<file path="src/rtl/instr_prefetch_if.sv">
// Fetch-unit bus: decode-side stall/redirect/head outputs plus the imem read port.
// The slave modport is the prefetch queue; the master is its environment.
interface instr_prefetch_if;
  logic        stall;
  logic        branch;
  logic [15:0] branchAddr;
  logic        imem_rd_en;
  logic [15:0] imem_addr;
  logic        imem_vld;
  logic [15:0] imem_rdata;
  logic        instr_vld;
  logic [15:0] instr;
  logic [15:0] pc;
  logic [15:0] pcNext;
  logic        fetch_halted;

  modport master (
    output stall, branch, branchAddr, imem_vld, imem_rdata,
    input  imem_rd_en, imem_addr, instr_vld, instr, pc, pcNext, fetch_halted
  );

  modport slave (
    input  stall, branch, branchAddr, imem_vld, imem_rdata,
    output imem_rd_en, imem_addr, instr_vld, instr, pc, pcNext, fetch_halted
  );
endinterface

</file>
<file path="src/rtl/instr_prefetch_queue.sv">
// Instruction prefetch queue: in-order imem reads buffered in a DEPTH-entry FIFO.
// Optional halt detection (opcode nibble 4'hF) is enabled by defining HLT_DETECT_EN.
module instr_prefetch_queue #(
  parameter int          DEPTH     = 4,
  parameter int          MAX_OUTST = 2,
  parameter logic [15:0] RESET_PC  = 16'h0000
) (
  input logic             clk,
  input logic             rst_n,
  instr_prefetch_if.slave bus
);
  localparam int PW = $clog2(DEPTH);
  localparam int CW = $clog2(DEPTH + 1);
  localparam int OW = $clog2(MAX_OUTST + 1);
  localparam int AW = (MAX_OUTST > 1) ? $clog2(MAX_OUTST) : 1;

  typedef enum logic {FETCH, HALTED} state_t;

  typedef struct packed {
    logic [15:0] pc;
    logic [15:0] instr;
  } entry_t;

  state_t        state;
  logic [15:0]   fetch_pc;
  entry_t        fifo [DEPTH];
  logic [PW-1:0] rd_ptr;
  logic [PW-1:0] wr_ptr;
  logic [CW-1:0] count;
  logic [15:0]   addr_q [MAX_OUTST];
  logic [AW-1:0] aq_rd;
  logic [AW-1:0] aq_wr;
  logic [OW-1:0] outst;
  logic [OW-1:0] drop_cnt;
  logic [OW-1:0] outst_next;
  logic [CW:0]   in_use;
  logic [15:0]   pc_hold;
  logic [15:0]   head_pc;
  logic          head_vld;
  logic          issue;
  logic          push;
  logic          pop;
  logic          halt_hit;

  function automatic logic [AW-1:0] aq_next(input logic [AW-1:0] p);
    return (p == AW'(MAX_OUTST - 1)) ? '0 : p + 1'b1;
  endfunction

  // Slots already claimed: buffered entries plus reads that will still be kept.
  assign in_use     = (CW+1)'(count) + (CW+1)'(outst - drop_cnt);
  assign issue      = rst_n && (state == FETCH) && !bus.branch &&
                      (outst < OW'(MAX_OUTST)) && (in_use < (CW+1)'(DEPTH));
  assign push       = bus.imem_vld && (drop_cnt == '0) && !bus.branch;
  assign head_vld   = (count != '0);
  assign pop        = head_vld && !bus.stall && !bus.branch;
  assign outst_next = outst + OW'(issue) - OW'(bus.imem_vld);

`ifdef HLT_DETECT_EN
  assign halt_hit         = push && (bus.imem_rdata[15:12] == 4'hF);
  assign bus.fetch_halted = (state == HALTED);
`else
  assign halt_hit         = 1'b0;
  assign bus.fetch_halted = 1'b0;
`endif

  assign head_pc        = head_vld ? fifo[rd_ptr].pc : pc_hold;
  assign bus.instr_vld  = head_vld;
  assign bus.instr      = head_vld ? fifo[rd_ptr].instr : 16'h0000;
  assign bus.pc         = head_pc;
  assign bus.pcNext     = head_pc + 16'd1;
  assign bus.imem_rd_en = issue;
  assign bus.imem_addr  = fetch_pc;

  always_ff @(posedge clk or negedge rst_n) begin
    if (!rst_n) begin
      state    <= FETCH;
      fetch_pc <= RESET_PC;
      rd_ptr   <= '0;
      wr_ptr   <= '0;
      count    <= '0;
      aq_rd    <= '0;
      aq_wr    <= '0;
      outst    <= '0;
      drop_cnt <= '0;
      pc_hold  <= RESET_PC;
      // NOTE: storage is cleared too; the imem model shares this reset and
      // pending responses vanish, so no stale entry may survive it.
      for (int i = 0; i < DEPTH; i++) fifo[i] <= '0;
      for (int i = 0; i < MAX_OUTST; i++) addr_q[i] <= '0;
    end else begin
      // NOTE: non-blocking throughout so every term reads pre-edge state.
      outst <= outst_next;
      if (issue) begin
        addr_q[aq_wr] <= fetch_pc;
        aq_wr         <= aq_next(aq_wr);
      end
      // Every response retires its address slot, whether kept or dropped.
      if (bus.imem_vld) aq_rd <= aq_next(aq_rd);
      if (head_vld) pc_hold <= fifo[rd_ptr].pc;

      if (bus.branch) begin
        fetch_pc <= bus.branchAddr;
        count    <= '0;
        rd_ptr   <= '0;
        wr_ptr   <= '0;
        drop_cnt <= outst_next;
        state    <= FETCH;
      end else begin
        if (issue) fetch_pc <= fetch_pc + 16'd1;
        if (push) begin
          fifo[wr_ptr] <= '{pc: addr_q[aq_rd], instr: bus.imem_rdata};
          wr_ptr       <= wr_ptr + 1'b1;
        end
        if (pop) rd_ptr <= rd_ptr + 1'b1;
        count <= count + CW'(push) - CW'(pop);
        // Reads past a halt are discarded, including one issued this cycle.
        if (halt_hit) begin
          state    <= HALTED;
          drop_cnt <= outst_next;
        end else if (bus.imem_vld && (drop_cnt != '0)) begin
          drop_cnt <= drop_cnt - 1'b1;
        end
      end
    end
  end
endmodule
</file>
<file path="src/flat_wrapper.sv">
// flat-port wrapper written by rule: the top's interface ports become plain ports
module instr_prefetch_queue_flat 
#(
  parameter int          DEPTH     = 4,
  parameter int          MAX_OUTST = 2,
  parameter logic [15:0] RESET_PC  = 16'h0000
)
  (clk, rst_n, bus_stall, bus_branch, bus_branchAddr, bus_imem_vld, bus_imem_rdata, bus_imem_rd_en, bus_imem_addr, bus_instr_vld, bus_instr, bus_pc, bus_pcNext, bus_fetch_halted);
  instr_prefetch_if bus_i ();
  input logic clk;
  input logic rst_n;
  input wire logic [$bits(bus_i.stall)-1:0] bus_stall;
  input wire logic [$bits(bus_i.branch)-1:0] bus_branch;
  input wire logic [$bits(bus_i.branchAddr)-1:0] bus_branchAddr;
  input wire logic [$bits(bus_i.imem_vld)-1:0] bus_imem_vld;
  input wire logic [$bits(bus_i.imem_rdata)-1:0] bus_imem_rdata;
  output wire logic [$bits(bus_i.imem_rd_en)-1:0] bus_imem_rd_en;
  output wire logic [$bits(bus_i.imem_addr)-1:0] bus_imem_addr;
  output wire logic [$bits(bus_i.instr_vld)-1:0] bus_instr_vld;
  output wire logic [$bits(bus_i.instr)-1:0] bus_instr;
  output wire logic [$bits(bus_i.pc)-1:0] bus_pc;
  output wire logic [$bits(bus_i.pcNext)-1:0] bus_pcNext;
  output wire logic [$bits(bus_i.fetch_halted)-1:0] bus_fetch_halted;
  assign bus_i.stall = bus_stall;
  assign bus_i.branch = bus_branch;
  assign bus_i.branchAddr = bus_branchAddr;
  assign bus_i.imem_vld = bus_imem_vld;
  assign bus_i.imem_rdata = bus_imem_rdata;
  assign bus_imem_rd_en = bus_i.imem_rd_en;
  assign bus_imem_addr = bus_i.imem_addr;
  assign bus_instr_vld = bus_i.instr_vld;
  assign bus_instr = bus_i.instr;
  assign bus_pc = bus_i.pc;
  assign bus_pcNext = bus_i.pcNext;
  assign bus_fetch_halted = bus_i.fetch_halted;
  instr_prefetch_queue #(.DEPTH(DEPTH), .MAX_OUTST(MAX_OUTST), .RESET_PC(RESET_PC)) u_core (.clk(clk), .rst_n(rst_n), .bus(bus_i));
endmodule
</file>
<file path="config.mk">
export PLATFORM = sky130hd
export DESIGN_NAME = instr_prefetch_queue_flat
export DESIGN_NICKNAME = d
export VERILOG_FILES = /design/src/rtl/instr_prefetch_if.sv /design/src/rtl/instr_prefetch_queue.sv /design/src/flat_wrapper.sv
export SDC_FILE = /design/constraint.sdc
export NUM_CORES = 1
export LEC_CHECK = 0
export ABC_AREA = 1
export BUFFER_PORTS_ARGS = -buffer_cell sky130_fd_sc_hd__buf_2
export CELL_PAD_IN_SITES_DETAIL_PLACEMENT = 1
export CELL_PAD_IN_SITES_GLOBAL_PLACEMENT = 2
export CORE_AREA = 10 10 188 190
export DETAILED_ROUTE_END_ITERATION = 8
export DIE_AREA = 0 0 198 200
export PLACE_DENSITY = 0.75
export SKIP_LAST_GASP = 1
export SLEW_MARGIN = 20
export SYNTH_ARGS = -nofsm -noshare
export SYNTH_HDL_FRONTEND = slang
export SYNTH_SLANG_ARGS = --single-unit
</file>
<file path="constraint.sdc">
create_clock -name clk -period 3.2 [get_ports clk]
set_clock_uncertainty 0.05 [all_clocks]
set_input_delay 0.16 -clock clk [delete_from_list [all_inputs] [get_ports clk]]
set_output_delay 0.16 -clock clk [all_outputs]
set_load 0.03 [all_outputs]
</file>
==> summary.md, run 1 <==
| Metric | Value |
|---|---|
| Status | finished clean |
| Top cell by count, worst path | nand2_1 |
| Cts bufs inserted | 24 |
| GRT Util Overall | 15.4% |
| Area of the multi-input gates | 4080 um2 |
| Synth warn | 0 |
| Slowest stage delay, CP | 0.51 ns |
| Syn Nets | 1290 |
| Reg2Reg Depth | 18 |
| Dpl hpwl | 20500 um |
| Pins over their slew limit | 0 |
| DR WL met2 | 14700 um |
| Worst skew pair latency | 0.52 ns |
| VDD IR max | 0.536 mV |
| CTS Root Cell | clkbuf_16 |
| Drc violations | 0 |
| Sequential-to-total area share from yosys stat | 51.2% |
| Die height | 200 um |
| First-pass GRT wire length | 49900 um |
| Gpl congestion | 0.759 |
| Crit path capture type | flip-flop |
| Wire length on met1 | 14000 um |
| Fillers | 3836 |
| Clock sinks | 205 |
| Avg Synthesized Cell Area | 8.10 um2 |
| Synthesized area | 10000 um2 |
| CP Launch Type | flip-flop |
| Antenna violations before repair | 0 |
| PwrDens | 1090 nW/um2 |
| Die ar. | 39600 um2 |
| Layout cells sized above 1 | 16.8% |
| Critical path class | reg2reg |
| CP cell instances | ha_2 > fa_1 > inv_2 > ha_4 > nand2_2 > nor2_2 > nor2_1 > xor2_1 > nand2_1 > ha_1 > inv_2 > ha_4 > xnor2_2 > xor2_1 > nand2_1 > o21ai_1 > nand2_1 > o21ai_1 |
| Diodes inserted | 0 |
| Vias per cell | 4.70 |
| Largest net degree at the start of global routing | 67 |
| CP max FO | 2 |
| Hold path startpoint | bus_branch |
| Hold Crit Class | in2reg |
| H-tree Lvls | 1 |
| IO Port Bufs | 102 |
| Final Cycle Share | 95.9% |
| Ports | 104 |
| Endpoints failing hold | 0 |
| Critical Path RT | 3.59 ns |
| Post-synth top flop | dfrtp_1 |
| TritonRoute pass-1 iters | 4 |
| R2R Path End | u_core.drop_cnt[1]$_DFFE_PN0P_ |
| Yosys cell types | 35 |
| Yosys reg bits | 205 |
| P_leak | 5.97 nW |
| Uppermost routed layer | met4 |
| Power Total | 0.0133 W |
| Worst-Margin Slew | 0.865 ns |
| Hold Path End | u_core.count[0]$_DFF_PN0_ |
| Clk slew on worst S/H paths | 0.06 ns |
| Synth-to-layout area growth | 21.3% |
| Core area | 31400 um2 |
| Final setup viols | 0 |
| Dominant cell type by area after synthesis | dfrtp_1 |
| Final setup TNS | 0 ns |
| Min Hold Slack | 0.0631 ns |
| Gr ovfl total | 0 |
| WL/cell | 16.7 um |
| Reg2Reg Setup Slack | 0.13 ns |
| Util after Layout | 38.7% |
| CTS tree | yes |
| Peak Freq | 0.326 GHz |
| Via count | 8407 |
| Max Cap Viol | 0 |
| Met3 WL | 867 um |
| Vias in the first global route | 9234 |
| Reg2reg start | u_core.drop_cnt[0]$_DFFE_PN0P_ |
| Routed WL | 29900 um |
| Crit path setup slack, layout | 0.132 ns |
| Seq. cell area | 5130 um2 |
| Post-synth EDFFs | 0 |
| Crit path max-delay family | adder cells |
| Critical path arrival | 3.46 ns |
| Area fraction of the dominant cell type after synthesis | 51.2% |
| Syn Inst Count | 1238 |
| Fin crit period | 3.07 ns |
| WP buf/inv | 2 |
| Unrepaired setup endpoints after global routing | yes |
| Slew HR | 42.3% |
| FFs w/ async S/R, synth | 100% |
| Top post-synthesis cells by area | dfrtp_1 51%, nand2_1 13%, o21ai_0 9.4% |
| Post-detailed-route count of antenna-violating nets | 0 |
| Number of core rows | 65 |
| Net count, final | 1420 |
| Slowest stage cell, crit path | fa_1 |
| Cells on Worst Hold Path | 2 |
| Initial core utilization | 31.9% |
| Placement Setup Slack | -0.0491 ns |
| Iter 0 DRT Violations | 427 |
| Clock buffer depth | 3 |
| Die span in x | 198 um |
## cell usage in the layout (no fill, tap or decap), types with 8 or more instances in the layout
cell type      count
nand2_1          343
dfrtp_1          204
o21ai_0          187
inv_1            127
buf_2            100
nor2_1            91
nand3_1           60
dlygate4sd3_1     35
buf_4             30
clkbuf_16         25
a21oi_1           21
xor2_1            21
o21ai_1           18
mux2_2            16
clkinv_2           9
or2_2              9
ha_1               9
nand2_2            8
nor2_2             8
## final cells by class
cell class,instances,area share (%)
clock buffer,35,5.87
tap,402,4.14
clock inverter,9,0.607
timing repair buffer,169,9.34
inverter,136,4.29
sequential,205,42.2
multi-input combinational,832,33.5
## Yosys cell counts (4+ instances only)
library cell  count
xor2_1           21
nand4_1           5
a21oi_1          21
clkbuf_1         20
nand2_2           7
o21ai_1          16
buf_2            30
mux2_2           16
buf_4             6
inv_2             4
nand3_1          60
ha_1             13
inv_1           130
o21ai_0         189
nor2_1           92
nor2_2            7
buf_6             5
nand2_1         344
or2_2             9
nor3_1            6
o221ai_1          5
dfrtp_1         205
o211ai_1          7
## per-layer routing
layer,track usage [%],vias to the layer above
li1,-,4186
met1,19.8,4112
met2,27.3,83
met3,2.43,26
met4,2.36,0
met5,0,-
## repair_timing
action,4_1_cts,5_1_grt
resized for setup,7,12
hold endpoints to repair,103,0
buffers inserted,0,3
setup endpoints to repair,4,13
pin swaps,8,8
hold buffers,35,0
## sequential cells by signal (all words and copies together), names as in the netlist
register,cells
u_core.wr_ptr,2
u_core.drop_cnt,2
u_core.fifo,128
u_core.count,3
u_core.bus.imem_addr,16
u_core.outst,2
u_core.rd_ptr,2
u_core.addr_q,32
u_core.aq_rd,1
u_core.pc_hold,16
u_core.aq_wr,1
## per-stage QoR
stage	instances	cell area (um2)
floorplan	1238	10000
global placement	1706	10900
detailed placement	1706	10900
CTS	1785	12100
global route	1788	12200
finish	1788	12200
## where the power goes
part,switching (W),total (W),internal (W)
registers,0.000494,0.00400,0.00350
clock network,0.00111,0.00273,0.00163
logic,0.00460,0.00658,0.00198
## worst max-delay path by stage
stage	startpoint	endpoint	depth (start not counted)
6_report	u_core.drop_cnt[0]$_DFFE_PN0P_	u_core.drop_cnt[1]$_DFFE_PN0P_	18
5_1_grt	u_core.drop_cnt[0]$_DFFE_PN0P_	u_core.drop_cnt[1]$_DFFE_PN0P_	18
4_1_cts	u_core.drop_cnt[0]$_DFFE_PN0P_	bus_imem_rd_en	12
3_5_place_dp	u_core.drop_cnt[0]$_DFFE_PN0P_	u_core.drop_cnt[1]$_DFFE_PN0P_	18
3_3_place_gp	u_core.drop_cnt[0]$_DFFE_PN0P_	u_core.drop_cnt[1]$_DFFE_PN0P_	18
2_1_floorplan	u_core.drop_cnt[0]$_DFFE_PN0P_	u_core.drop_cnt[1]$_DFFE_PN0P_	19
## cells by family (layout without fill, tap and decap cells)
kind of cell | count (synthesis) | after routing | share of synthesized area, %
fa+ha+maj | 15 | 15 | 2.02
buf+inv | 201 | 349 | 8.54
compound gates | 239 | 239 | 12.3
flops | 205 | 205 | 51.2
mux | 16 | 16 | 1.80
simple gates | 538 | 538 | 22.1
other cells | 1 | 1 | 0.0374
xor+xnor | 23 | 23 | 2.01
Power figures use the tool's default switching activity.
==> run 2, diff against run 1 <==
Settings changed: CELL_PAD_IN_SITES_DETAIL_PLACEMENT 1 to 0, CELL_PAD_IN_SITES_GLOBAL_PLACEMENT 2 to 1, CORE_AREA 10 10 188 190 to 10 10 170 172, DIE_AREA 0 0 198 200 to 0 0 180 182, PLACE_DENSITY 0.75 to 0.74.
==> run 2 against run 1 <==
Net effect:
- combinational power down 4.9%
- worst setup slack better by 0.028 ns
- non-clock buffer count down 3
- register-to-register slack better by 0.03 ns
==> summary.md, run 2 (synthesis results as in run 1) <==
| Metric | Value |
|---|---|
| Net count, final | 1417 (-0.21%) |
| Clock sinks | 205 (unchanged) |
| Finished Layout Cells | 1717 (-4.0%) |
| Commonest cells after routing, fill and taps aside | 344 x nand2_1, 204 x dfrtp_1, 187 x o21ai_0 |
| Worst skew pair latency | 0.51 ns (about the same) |
| Dpl cells | 1636 (-4.1%) |
| CTS tree | yes |
| TritonRoute pass-1 iters | 5 (+1) |
| Reg2reg start | u_core.drop_cnt[0]$_DFFE_PN0P_ |
| Top reg by flops | u_core.fifo |
| Sw frac | 45.5% (-1.1 points) |
| Worst-Margin Slew | 0.859 ns (-0.00595 ns) |
| Die span in x | 180 um (-9.1%) |
| Share of total power in combinational logic | 48.3% (-1.1 points) |
| Core area | 25600 um2 (-18%) |
| Antenna violations before repair | 0 (unchanged) |
| Slew HR | 42.7% (+0.40 points) |
| Largest net degree at the start of global routing | 67 (unchanged) |
| Commonest non-fill, non-tap cell in the layout | nand2_1 |
| Critical path class | reg2reg |
| Hold Crit Class | in2reg |
| Clk slew on worst S/H paths | 0.06 ns (about the same) |
| Clock buffer depth | 3 (unchanged) |
| Placed Area | 10800 um2 (-1.1%) |
| Pint | 0.00706 W (-0.78%) |
| Diodes inserted | 0 (unchanged) |
| Unrepaired setup endpoints after global routing | yes |
| Dpl hpwl | 16900 um (-17%) |
| Reg power frac | 30.8% (+0.8 points) |
| H-tree Lvls | 1 (unchanged) |
| PwrDens | 1080 nW/um2 (-1.5%) |
| Ports | 104 (unchanged) |
| Die ar. | 32800 um2 (-17%) |
| Critical Path RT | 3.59 ns (about the same) |
| Fin crit period | 3.04 ns (-0.0276 ns) |
| Max reg flops | 128 (unchanged) |
| Clock group share of total power | 20.9% (+0.4 points) |
| Final setup TNS | 0 ns (unchanged) |
| P_sw | 0.00589 W (-5.0%) |
| Critical path arrival | 3.43 ns (-0.03 ns) |
| Vias per cell | 4.78 (+1.6%) |
| R2R Path End | u_core.drop_cnt[1]$_DFFE_PN0P_ |
| Routed WL | 25700 um (-14%) |
| IO Port Bufs | 102 (unchanged) |
| Gpl congestion | 0.795 (+4.7%) |
| Peak Freq | 0.329 GHz (+0.91%) |
| P_leak | 5.97 nW (-0.12%) |
| Drc violations | 0 (unchanged) |
| Via count | 8200 (-2.5%) |
| Reg2Reg Setup Slack | 0.16 ns (+0.03 ns) |
| GRT Util Overall | 15.5% (+0.034 points) |
| Initial core utilization | 39.1% (+7.2 points) |
| Design area | 12000 um2 (-1.2%) |
| Number of core rows | 59 (-9.2%) |
| Synth-to-layout area growth | 19.8% |
| CTS Root Cell | clkbuf_16 |
| Final Cycle Share | 95.0% (-0.86 points) |
| Fillers | 2546 (-34%) |
| Die height | 182 um (-9.0%) |
| Gr ovfl total | 0 (unchanged) |
| Layout cells sized above 1 | 16.3% (-0.53 points) |
| First-pass GRT wire length | 42800 um (-14%) |
| Cts bufs inserted | 24 (unchanged) |
| VDD IR max | 0.747 mV (+40%) |
| Iter 0 DRT Violations | 438 (+2.6%) |
| Pins over their slew limit | 0 (unchanged) |
| Vias in the first global route | 8357 (-9.5%) |
| CP max FO | 2 (unchanged) |
| WL/cell | 15.0 um (-10%) |
| CP Launch Type | flip-flop |
| Status | finished clean |
| Critical Path Start | u_core.drop_cnt[0]$_DFFE_PN0P_ |
| Max Cap Viol | 0 (unchanged) |
| CP Capture Point | u_core.drop_cnt[1]$_DFFE_PN0P_ |
| Post-detailed-route count of antenna-violating nets | 0 (unchanged) |
| Final setup viols | 0 (unchanged) |
| Biggest regs | u_core.fifo: 128 flops, u_core.addr_q: 32 flops |
| Reg2Reg Depth | 18 (unchanged) |
| Seq. cell area | 5130 um2 (about the same) |
| Endpoints failing hold | 0 (unchanged) |
| Area of the multi-input gates | 4050 um2 (-0.74%) |
| Crit path capture type | flip-flop |
-- run 2: area by class of cell --
class | instances | share of cell area, %
Multi-Input combinational cell | 832 | 33.7
Clock inverter | 10 | 0.646
Tap cell | 335 | 3.49
Clock buffer | 33 | 5.96
Sequential cell | 205 | 42.7
Inverter | 136 | 4.29
Timing Repair Buffer | 166 | 9.17
-- run 2: metal layers --
metal | part of all wire [%] | routed length (um) | vias up | global-route usage [%]
li1 | - | - | 4176 | -
met1 | 45 | 11700 | 3844 | 19.7
met2 | 49 | 12600 | 142 | 26.9
met3 | 3.7 | 956 | 38 | 2.11
met4 | 2.2 | 555 | 0 | 4.23
met5 | 0 | 0 | - | 0
-- run 2: through the flow --
stage / util [%] / total power, W / hold slack [ns] / setup WS, ns
floorplan: - / 0.00846 / -0.186 / 0.00296
global placement: 42.2 / 0.0102 / 0.0583 / 0.0493
detailed placement: 42.2 / 0.0103 / 0.0585 / 0.0309
CTS: 46.7 / 0.0131 / 0.0558 / 0.0128
global route: 46.9 / 0.0140 / 0.102 / -0.127
finish: 46.9 / 0.0129 / 0.0641 / 0.160
-- run 2: what timing repair did --
item	4_1_cts	5_1_grt
endpoints found under the hold margin	120	0
resized for setup	2	8
pin swaps	0	8
hold buffers	35	0
buffers inserted	0	3
endpoints found under the setup margin	9	13
-- run 2: how the worst min path moves through the flow --
stage,startpoint,to,slack (ns),cells past startpoint
6_report,bus_branch,u_core.count[0]$_DFF_PN0_,0.06,2
5_1_grt,bus_branch,u_core.count[1]$_DFF_PN0_,0.10,2
4_1_cts,bus_branch,u_core.count[0]$_DFF_PN0_,0.06,2
3_5_place_dp,rst_n,u_core.bus.imem_addr[1]$_DFFE_PN0P_,0.06,1
3_3_place_gp,rst_n,u_core.bus.imem_addr[1]$_DFFE_PN0P_,0.06,1
2_1_floorplan,rst_n,u_core.addr_q[0]$_DFFE_PN0P_,-0.19,0
-- run 2: critical path, stage by stage (launching register included) --
cell	delay (ns)
dfrtp_1	0.38
ha_2	0.19
fa_1	0.49
inv_1	0.04
ha_1	0.26
nand2_1	0.06
nor2_1	0.04
nor2_1	0.12
xor2_1	0.14
nand2_1	0.09
ha_1	0.28
inv_1	0.04
ha_2	0.18
xnor2_2	0.16
xor2_1	0.18
nand2_1	0.06
o21ai_1	0.09
nand2_1	0.06
o21ai_1	0.08
-- run 2: power by group through the flow --
stage,clock [W],sequential (W),combinational [W]
6_report,0.00270,0.00399,0.00626
5_1_grt,0.00288,0.00410,0.00701
4_1_cts,0.00278,0.00402,0.00630
3_5_place_dp,0,0.00405,0.00623
3_3_place_gp,0,0.00402,0.00620
2_1_floorplan,0,0.00397,0.00450
==> run 3, diff against run 2 <==
Settings changed: BUFFER_PORTS_ARGS -buffer_cell sky130_fd_sc_hd__buf_2 to not set, CORE_AREA 10 10 170 172 to 10 10 164 166, DIE_AREA 0 0 180 182 to 0 0 174 176, DONT_BUFFER_PORTS set to 1.
==> run 3 against run 2 <==
Net effect:
- the flow now finishes with violations (hold timing)
- critical path depth unchanged
- cell area grew 0.25%
- first-iteration DRC count is 45% higher
- via count fell by 2.4%
- wire length is 0.70% lower
- combinational power is 4.6% higher
- register-to-register slack worse by 0.02 ns
- critical endpoint unchanged
- die area shrank 6.5%
- clock power rose by 5%
- non-clock buffer count down 50
- utilization increased by 3.7 points
- total power up 4.2%
==> summary.md, run 3 (synthesis results as in run 1) <==
| Metric | Value |
|---|---|
| Status | finished, violations left |
| Failing checks | hold timing |
| Vias in the first global route | 8070 (-3.4%) |
| Met3 WL | 1080 um (+13%) |
| GRT Util Overall | 16.7% (+1.2 points) |
| Worst-Margin Slew | 0.742 ns (-0.117 ns) |
| Reg2Reg Depth | 18 (unchanged) |
| Placement Setup Slack | 0.00904 ns (-0.0218 ns) |
| Critical path arrival | 3.43 ns (about the same) |
| Max reg flops | 128 (unchanged) |
| Endpoints failing hold | 205 (+205) |
| Pins over their slew limit | 0 (unchanged) |
| Peak Freq | 0.327 GHz (-0.54%) |
| CTS tree | yes |
| Min Hold Slack | -0.691 ns (-0.755 ns) |
| Wire length on met1 | 11700 um (+0.58%) |
| Core area | 23800 um2 (-7.0%) |
| Fin crit period | 3.06 ns (+0.0165 ns) |
| CTS Root Cell | clkbuf_16 |
| Initial core utilization | 42.1% (+2.9 points) |
| Clock buffer depth | 3 (unchanged) |
| Reg2reg start | u_core.drop_cnt[0]$_DFFE_PN0P_ |
| CP max FO | 3 (+1) |
| Reg2Reg Setup Slack | 0.14 ns (-0.02 ns) |
| Hold Crit Class | in2async |
| Synth-to-layout area growth | 20.1% |
| Final setup TNS | 0 ns (unchanged) |
| Critical path class | reg2reg |
| Final setup viols | 0 (unchanged) |
| Slew HR | 50.6% (+7.8 points) |
| Post-CTS Hold Fix Bufs | 50 (+43%) |
| Commonest non-fill, non-tap cell in the layout | nand2_1 |
| Cts bufs inserted | 24 (unchanged) |
| Unrepaired setup endpoints after global routing | yes |
| Crit path capture type | flip-flop |
| Antenna violations before repair | 0 (unchanged) |
| Die ar. | 30600 um2 (-6.5%) |
| Clk slew on worst S/H paths | 0.06 ns (about the same) |
| TritonRoute pass-1 iters | 5 (unchanged) |
| Diodes inserted | 0 (unchanged) |
| Routed WL | 25600 um (-0.70%) |
| WL/cell | 15.4 um (+2.9%) |
| Util after Layout | 50.6% (+3.7 points) |
| Clock sinks | 205 (unchanged) |
| Max Cap Viol | 0 (unchanged) |
| Via count | 8005 (-2.4%) |
| Net count, final | 1367 (-3.5%) |
| CP Launch Type | flip-flop |
| Crit path setup slack, layout | 0.143 ns (-0.0165 ns) |
| Final Cycle Share | 95.5% (+0.52 points) |
| Largest net degree at the start of global routing | 207 (+210%) |
| PwrDens | 1120 nW/um2 (+4.0%) |
| Critical Path RT | 3.58 ns (about the same) |
| Drc violations | 0 (unchanged) |
| First-pass GRT wire length | 42800 um (unchanged) |
| Vias per cell | 4.83 (+1.2%) |
| H-tree Lvls | 1 (unchanged) |
| Die height | 176 um (-3.3%) |
| P_leak | 5.81 nW (-2.6%) |
| DR WL met2 | 12400 um (-1.4%) |
| Post-detailed-route count of antenna-violating nets | 0 (unchanged) |
| Worst skew pair latency | 0.50 ns (about the same) |
| Commonest cells after routing, fill and taps aside | 342 x nand2_1, 204 x dfrtp_1, 187 x o21ai_0 |
| Top reg by flops | u_core.fifo |
| Iter 0 DRT Violations | 636 (+45%) |
| Ports | 104 (unchanged) |
| Layout cells sized above 1 | 12.3% (-4.0 points) |
| IO Port Bufs | 0 (-100%) |
| Biggest regs | u_core.fifo: 128 flops, u_core.addr_q: 32 flops |
| VDD IR max | 0.576 mV (-23%) |
| Gpl congestion | 0.791 (-0.45%) |
| Gr ovfl total | 0 (unchanged) |
| Die span in x | 174 um (-3.3%) |
| R2R Path End | u_core.drop_cnt[1]$_DFFE_PN0P_ |
| Dpl hpwl | 16400 um (-2.8%) |
| Uppermost routed layer | met4 |
| Number of core rows | 57 (-3.4%) |
run 3: cell count changes in the layout (fill, tap and decap cells not counted), moves of 2 or more:
cell	change
buf_4	+30
buf_2	-100
dlygate4sd3_1	+15
buf_12	+6
nand2_1	-2
run 3: worst max path at each step:
stage	end	cells after the start	startpoint
floorplan	u_core.drop_cnt[1]$_DFFE_PN0P_	19	u_core.drop_cnt[0]$_DFFE_PN0P_
global placement	u_core.drop_cnt[1]$_DFFE_PN0P_	18	u_core.drop_cnt[0]$_DFFE_PN0P_
detailed placement	u_core.drop_cnt[1]$_DFFE_PN0P_	18	u_core.drop_cnt[0]$_DFFE_PN0P_
CTS	u_core.drop_cnt[1]$_DFFE_PN0P_	18	u_core.drop_cnt[0]$_DFFE_PN0P_
global route	u_core.drop_cnt[1]$_DFFE_PN0P_	19	u_core.outst[0]$_DFF_PN0_
finish	u_core.drop_cnt[1]$_DFFE_PN0P_	18	u_core.drop_cnt[0]$_DFFE_PN0P_
run 3: cell type report:
type                            count  area, um2
Inverter                          136        522
Clock buffer                       35        743
Sequential cell                   205       5130
Clock inverter                      9       95.1
Multi-Input combinational cell    832       4060
Timing Repair Buffer              116       1090
Tap cell                          324        405
Fill cell                        2347      11800
run 3: per-layer routing:
layer  global-route usage [%]  vias up
met5                        0        -
met4                     3.74        0
met3                     3.05       27
met2                     28.2      128
met1                     21.9     3768
li1                         -     4082
run 3: power breakdown:
part           switching, W  internal [W]
Combinational       0.00425       0.00230
Clock               0.00107       0.00176
Sequential         0.000606       0.00350
Total               0.00593       0.00756
run 3: through the flow:
| stage | hold slack, ns | power (W) | instances | cell area (um2) |
|---|---|---|---|---|
| 2_1_floorplan | -0.186 | 0.00846 | 1238 | 10000 |
| 3_3_place_gp | -0.166 | 0.0105 | 1559 | 10600 |
| 3_5_place_dp | -0.168 | 0.0106 | 1559 | 10600 |
| 4_1_cts | -0.700 | 0.0135 | 1653 | 12000 |
| 5_1_grt | -0.712 | 0.0145 | 1657 | 12000 |
| 6_report | -0.691 | 0.0135 | 1657 | 12000 |
run 3: timing repair:
| item | 4_1_cts | 5_1_grt |
|---|---|---|
| endpoints found under the setup margin | 1 | 9 |
| gates resized for setup | 1 | 15 |
| hold endpoints to repair | 296 | 205 |
| setup buffers | 0 | 4 |
| pin swaps | 2 | 9 |
run 3: worst max-delay path, stage by stage (launching register included):
cell and delay [ns]:
dfrtp_1 0.40, ha_2 0.19, fa_1 0.49, inv_1 0.04, ha_1 0.26, nand2_1 0.06
nor2_1 0.04, nor2_1 0.12, xor2_1 0.15, nand2_1 0.09, ha_1 0.28, inv_1 0.04
ha_2 0.18, xnor2_2 0.13, xor2_1 0.19, nand2_1 0.06, o21ai_1 0.08, nand2_1 0.06
o21ai_1 0.08
